`src/rtl/wb_trace_buffer.sv`:
```
// Writeback trace buffer: captures core register-writeback events into a FIFO
// for a host to drain, with overflow tracking and a running checksum.
module wb_trace_buffer #(
    parameter int unsigned DEPTH = 16,
    parameter int unsigned CW    = $clog2(DEPTH) + 1
) (
    input  logic          clk,
    input  logic          reset,
    input  logic          wb_valid,
    input  logic [4:0]    wb_reg,
    input  logic [31:0]   wb_data,
    input  logic [31:0]   wb_pc,
    output logic          out_valid,
    input  logic          out_ready,
    output logic [4:0]    out_reg,
    output logic [31:0]   out_data,
    output logic [31:0]   out_pc,
    output logic [CW-1:0] count,
    output logic          overflow,
    output logic [15:0]   drop_count,
    output logic [31:0]   checksum,
    input  logic          clear
);

    localparam int unsigned AW = (DEPTH > 1) ? $clog2(DEPTH) : 1;

    typedef struct packed {
        logic [4:0]  rd;
        logic [31:0] data;
        logic [31:0] pc;
    } entry_t;

    entry_t        mem [DEPTH];
    entry_t        head;
    logic [AW-1:0] wr_ptr;
    logic [AW-1:0] rd_ptr;
    logic          qual;
    logic          pop;
    logic          full;
    logic          capture;
    logic          drop;
    logic [31:0]   cs_base;

    assign head      = mem[rd_ptr];
    assign out_reg   = head.rd;
    assign out_data  = head.data;
    assign out_pc    = head.pc;
    assign out_valid = (count != '0);

    // A full FIFO still accepts an event when the head leaves the same cycle.
    assign qual    = wb_valid && (wb_reg != 5'd0);
    assign pop     = out_valid && out_ready;
    assign full    = (count == CW'(DEPTH));
    assign capture = qual && (!full || pop);
    assign drop    = qual && !capture;
    assign cs_base = clear ? 32'h0 : {checksum[30:0], checksum[31]};

    // Entry storage is not reset; contents are don't-care while empty.
    always_ff @(posedge clk) begin
        if (capture) begin
            mem[wr_ptr] <= '{rd: wb_reg, data: wb_data, pc: wb_pc};
        end
    end

    always_ff @(posedge clk) begin
        if (reset) begin
            wr_ptr     <= '0;
            rd_ptr     <= '0;
            count      <= '0;
            overflow   <= 1'b0;
            drop_count <= 16'h0;
            checksum   <= 32'h0;
        end else begin
            if (capture) begin
                wr_ptr <= wr_ptr + AW'(1);
            end
            if (pop) begin
                rd_ptr <= rd_ptr + AW'(1);
            end
            count <= count + CW'(capture) - CW'(pop);

            // Clear wins over history but not over a drop in the same cycle.
            if (clear) begin
                overflow   <= drop;
                drop_count <= drop ? 16'd1 : 16'd0;
            end else if (drop) begin
                overflow <= 1'b1;
                if (drop_count != 16'hFFFF) begin
                    drop_count <= drop_count + 16'd1;
                end
            end

            if (capture) begin
                checksum <= cs_base ^ wb_data ^ {27'b0, wb_reg};
            end else if (clear) begin
                checksum <= 32'h0;
            end
        end
    end

endmodule

```
`config.mk`:
```
export PLATFORM = sky130hd
export DESIGN_NAME = wb_trace_buffer
export DESIGN_NICKNAME = d
export VERILOG_FILES = /design/src/rtl/wb_trace_buffer.sv
export SDC_FILE = /design/constraint.sdc
export NUM_CORES = 1
export LEC_CHECK = 0
export CORE_ASPECT_RATIO = 0.5
export CORE_UTILIZATION = 30
export DETAILED_ROUTE_END_ITERATION = 7
export PLACE_DENSITY = 0.44
export SYNTH_ARGS = -nofsm -noshare
export SYNTH_HDL_FRONTEND = slang
export SYNTH_SLANG_ARGS = --single-unit
```
`constraint.sdc`:
```
create_clock -name clk -period 8.8 [get_ports clk]
set_input_delay 1.76 -clock clk [delete_from_list [all_inputs] [get_ports clk]]
set_output_delay 1.76 -clock clk [all_outputs]
set_load 0.005 [all_outputs]
```
### Word level (Yosys, flattened, before mapping)

Memories as Yosys holds them, arrays and structs flattened. A register that Yosys moved wholly into a read port is not among the register bits.
Index checks and enable logic that the tools add are counted.

| storage, ports and cells | value |
|---|---|
| memories | 1 |
| logic and storage cells | 42 |
| register bits after elaboration | 62 |
| memory bits (writable) | 1104 |
| bits of input ports | 74 |
| output and inout bits | 124 |

Memory list:

| memory | depth | width | rd ports | clocked after Yosys merged registers in | write ports | RTL line | source |
|---|---|---|---|---|---|---|---|
| mem | 16 | 69 | 1 | 1 | 1 | 33 | `entry_t mem [DEPTH];` |

| cells by class | value |
|---|---|
| multiplexer cells | 13 |
| reductions and logical operators | 13 |
| equality and inequality tests | 2 |
| add/subtract/negate cells | 5 |
| bitwise operators | 2 |

Operator list:

| operator | count |
|---|---|
| 32-bit 2-to-1 mux | 3 |
| 16-bit 2-to-1 mux | 3 |
| 32-bit XOR | 1 |
| 32-bit by 5-bit XOR with 32-bit output | 1 |
| 16-bit by 1-bit adder with 16-bit output (second input constant) | 1 |
| 16-bit inequality test (second input constant) | 1 |
| 5-bit nonzero test | 2 |
| 4-bit by 1-bit adder with 4-bit output (second input constant) | 2 |
| 4-bit 2-to-1 mux | 2 |
| 2-bit nonzero test | 3 |
| 5-bit by 1-bit adder with 5-bit output | 1 |
| 5-bit == test (second input constant) | 1 |
| 1-bit 2-to-1 mux | 5 |
| 5-bit by 1-bit subtractor with 5-bit output | 1 |
| 1-bit logical AND | 4 |
| 1-bit logical NOT | 2 |
| 2-bit AND reduction | 1 |
| 1-bit logical OR | 1 |

### Depth between registers and ports, before layout

| depth | value |
|---|---|
| depth in word-level cells | 8 |
| gate-level depth with buffers | 16 |
| mapped depth without buffers | 14 |

### Worst setup path after synthesis

No wires, ideal clock.

| timing | value |
|---|---|
| path kind | input to register |
| start | input wb_reg[1] |
| end | memory mem[0][0] (netlist bit) (enable) |
| buffers on the path | 2 |
| slack | 810 ps |
| library setup time | 581 ps |
| required time | 8219 ps |
| data arrival time | 7409 ps |
| stages on the path | 6 |
| path through | or3_1 -> o31a_1 -> clkbuf_1 -> buf_1 -> nand3_1 -> nor3_1 |

| between the ends | value |
|---|---|
| cells in the longest elaborated chain, start to end | 5 |

Ends and longest elaborated chain:

| item | RTL line | source |
|---|---|---|
| start: declaration | 10 | `input logic [4:0] wb_reg,` |
| 5-bit nonzero test | 51 | `assign qual = wb_valid && (wb_reg != 5'd0);` |
| 1-bit logical AND | 51 |  |
| 1-bit logical AND | 54 | `assign capture = qual && (!full \|\| pop);` |
| 1-bit 2-to-1 mux | 60 | `if (capture) begin` |
| 1-bit 2-to-1 mux (not written as such) | 61 | `mem[wr_ptr] <= '{rd: wb_reg, data: wb_data, pc: wb_pc};` |
| end: declaration | 33 |  |

No other way between the ends.

==> implementation parameters <==
Parameter                              Value

Critical path
  Cell family with most CP delay ... buffers and inverters
  Crit path cell chain ... buf_4 > mux4_2 > mux4_2 > clkdlybuf4s50_1
  CP max stage delay ... 0.80 ns
  Number of gates on the worst path with buffers counted ... 4
  Kind of capture point of the worst setup path ... output port
  Maximum net fanout on the critical path ... 38
  Critical path data required time ... 7.04 ns
  Number of buffer and inverter instances along the worst setup path ... 2
  Arrival time of data at the critical path endpoint ... 4.02 ns
  Setup crit start kind ... register
  Slowest stage cell on the critical path ... dfxtp_4
  Worst-case reg-to-reg path depth ... 8
  Reg2reg start ... count[2]$_SDFF_PP0_
  Register-to-Register Setup Slack ... 5.00 ns
  Most frequent cell on the critical path ... mux4_2
  Type of the worst setup path ... register to output port

Place
  Port Buffers ... 197
  Gpl congestion ... 0.700
  HPWL reported at the end of detailed placement ... 60.1 mm
  Place WS ... 2.98 ns

Cells and area
  Fraction of final layout cells with drive strength greater than 1 ... 23.7%
  Area of all sequential standard cells ... 34500 sq um
  Post-synthesis to final-layout area growth ... 17.5%
  Filler Cells Inserted ... 13798
  Final-stage net count ... 2312
  Area of the multi-input gates ... 10300 sq um

Timing
  Hold slack ... 0.503 ns
  Achievable Freq ... 0.173 GHz
  RSZ-0062 raised after global routing ... no
  Max-slew violations ... 0
  Final cycle utilization of the critical path ... 65.7%
  Number of failing hold endpoints at the final stage ... 0
  Minimum clock period after layout ... 5.78 ns
  Tightest slew margin relative to the limit ... 27.3%
  Worst Tran Pin Value ... 1.08 ns
  Clock Skew ... 0.0461 ns
  Setup Total Neg Slack ... 0 ns
  Number of failing setup endpoints in the final timing report ... 0
  Final setup slack of the worst path ... 3.02 ns

Synthesis
  Number of synthesized flops with an enable pin ... 1104
  Largest cells by area after synthesis ... edfxtp_1 (73%), mux4_2 (16%), dfxtp_1 (2.9%), mux4_1 (1.1%), o211ai_1 (0.81%)
  Share of Yosys cell area claimed by the top area cell type ... 73.1%
  Yosys reg bits ... 1170
  Sequential fraction of the synthesis area ... 76.0%
  Most frequent cell after synthesis ... edfxtp_1
  Synthesized area divided by synthesized cell count ... 22.8 sq um
  Number of distinct library cell variants in the gate-level netlist after synthesis ... 51
  Fraction of registers with async set or reset after synthesis ... 0%
  Most instantiated cells after synthesis ... edfxtp_1 (1104), mux4_2 (326), clkbuf_1 (69), dfxtp_1 (66), o211ai_1 (49)
  Synthesis warning total ... 0
  Top FF cell, synth ... edfxtp_1
  Post-synthesis net count ... 2080
  Cell Area, Synth ... 45400 sq um
  Largest area contributor in the synthesized netlist ... edfxtp_1
  Post-Synthesis Cells ... 1993

Die
  Chip Width ... 552 um
  Total die area ... 153000 sq um
  Number of placement rows ... 100
  Starting density of the core ... 30.4%
  Floorplan Core Area ... 149000 sq um
  Ports ... 198
  Die extent in y ... 277 um

Clock network
  Count of instances resized after the clock tree is built ... 0
  Count of H-tree levels built during CTS ... 3
  TritonCTS buffer count ... 113
  Root buffer cell ... clkbuf_16
  Register clock-pin slew on the reported worst setup and hold paths ... 0.06 ns
  Largest buffer count on any clock path ... 3
  Latest clock arrival within the worst-skew pair ... 0.73 ns
  Clock sink count ... 1170
  Hold_buf cts ... 0
  Post-CTS Setup Bufs ... 0
  Clock tree from TritonCTS ... done

Global route
  Antenna violations before repair ... 3
  Maximum number of pins on one net before global-route repair ... 109
  Remaining global-route overflow ... 0
  Wire length of the first global-routing pass ... 166 mm
  Number of global-route vias before repair ... 22461
  Combined global-route utilization of all metal layers ... 15.1%

Hold path
  Hold Path Class ... register to register
  Cells on Worst Hold Path ... 2
  Hold path startpoint ... rd_ptr[1]$_SDFFE_PP0N_

Run status
  Status ... finished clean

Power
  Power density over the cells ... 254 nW/um^2
  Peak supply drop ... 0.197 mV
  Overall power after layout ... 13.5 mW
  Leak pwr ... 15.8 nW

Route
  Aggregate routed wire length ... 115 mm
  Average wire per cell in the routed design ... 26.7 um
  DRT antenna net count ... 0
  Via count ... 21230
  Via density per instance ... 4.92
  Drt first-iter violations ... 1910
  Post-route DRC ... 0
  Iteration count of the initial detailed-routing pass ... 5

Run
  Number of maximum-capacitance constraint violations ... 0
## cells in the final DEF (no fill, tap or decap), types with 18 or more instances in the layout
cell type,synthesis,layout
a21boi_0,24,24
a21oi_1,39,39
buf_4,3,26
clkbuf_1,69,34
clkbuf_16,0,115
clkdlybuf4s50_1,0,195
clkinv_1,0,25
dfxtp_1,66,62
edfxtp_1,1104,1104
mux4_1,19,19
mux4_2,326,326
nand2_1,18,18
nand3_1,21,21
nor3b_1,28,28
o211ai_1,49,49
## power by group
| group | switching, mW | leakage [nW] | internal [mW] |
|---|---|---|---|
| Clock | 2.11 | 1.71 | 2.58 |
| Sequential | 0.111 | 10.5 | 6.22 |
| Combinational | 1.14 | 3.54 | 1.37 |
## worst paths after layout
check | end
min reg2reg | register
max reg2reg | mem[15][20]$_DFFE_PP_
max | out_data[21]
min | register
## routing by layer
metal,share of wire (%),wire (um),vias up,global-route usage (%)
met4,1.5,1760,0,3.17
met1,47,53600,11728,21.6
met3,3.6,4200,134,2.59
li1,-,-,8998,-
met5,0,0,-,0
met2,48,55500,370,24.3
## cell families after synthesis
| family | share of synthesized area [%] |
|---|---|
| DFF | 76.0 |
| adders and majority gates | 0.375 |
| xor gates and xnor gates | 0.328 |
| muxes | 17.6 |
| AOI/OAI and AO/OA | 2.04 |
| and+or+nand+nor | 2.09 |
| buffers and inverters | 1.62 |
## state kept, by name, indices dropped and copies added (netlist names), named ones only
name,cells
checksum,32
count,5
drop_count,16
mem,1104
overflow,1
rd_ptr,4
wr_ptr,4
## stage by stage
stage	instance area [sq um]	cells	util (%)
after floorplan	45400	1993	-
after global placement	49800	4099	33.3
after detailed placement	49800	4099	33.3
after CTS	53300	4310	35.7
after global routing	53300	4312	35.7
final	53300	4314	35.7
## worst reg2reg max path, stage by stage (launching register included)
cell and delay, ns:
dfxtp_1 0.36, inv_1 0.07, ha_1 0.20, nor3b_1 0.15, nand3b_1 0.29, buf_4 0.61
nand3_1 0.47, nor2_4 0.73, buf_12 0.51
## cell type report
class                           instances  share of cell area [%]
Antenna cell                            4                  0.0188
Timing Repair Buffer                  238                    4.61
Clock inverter                         55                   0.815
Clock buffer                          156                    5.82
Sequential cell                      1170                    64.7
Inverter                               12                  0.0845
Multi-Input combinational cell        690                    19.3
Tap cell                             1989                    4.67
Note: power is estimated with default switching activity, not from simulation.
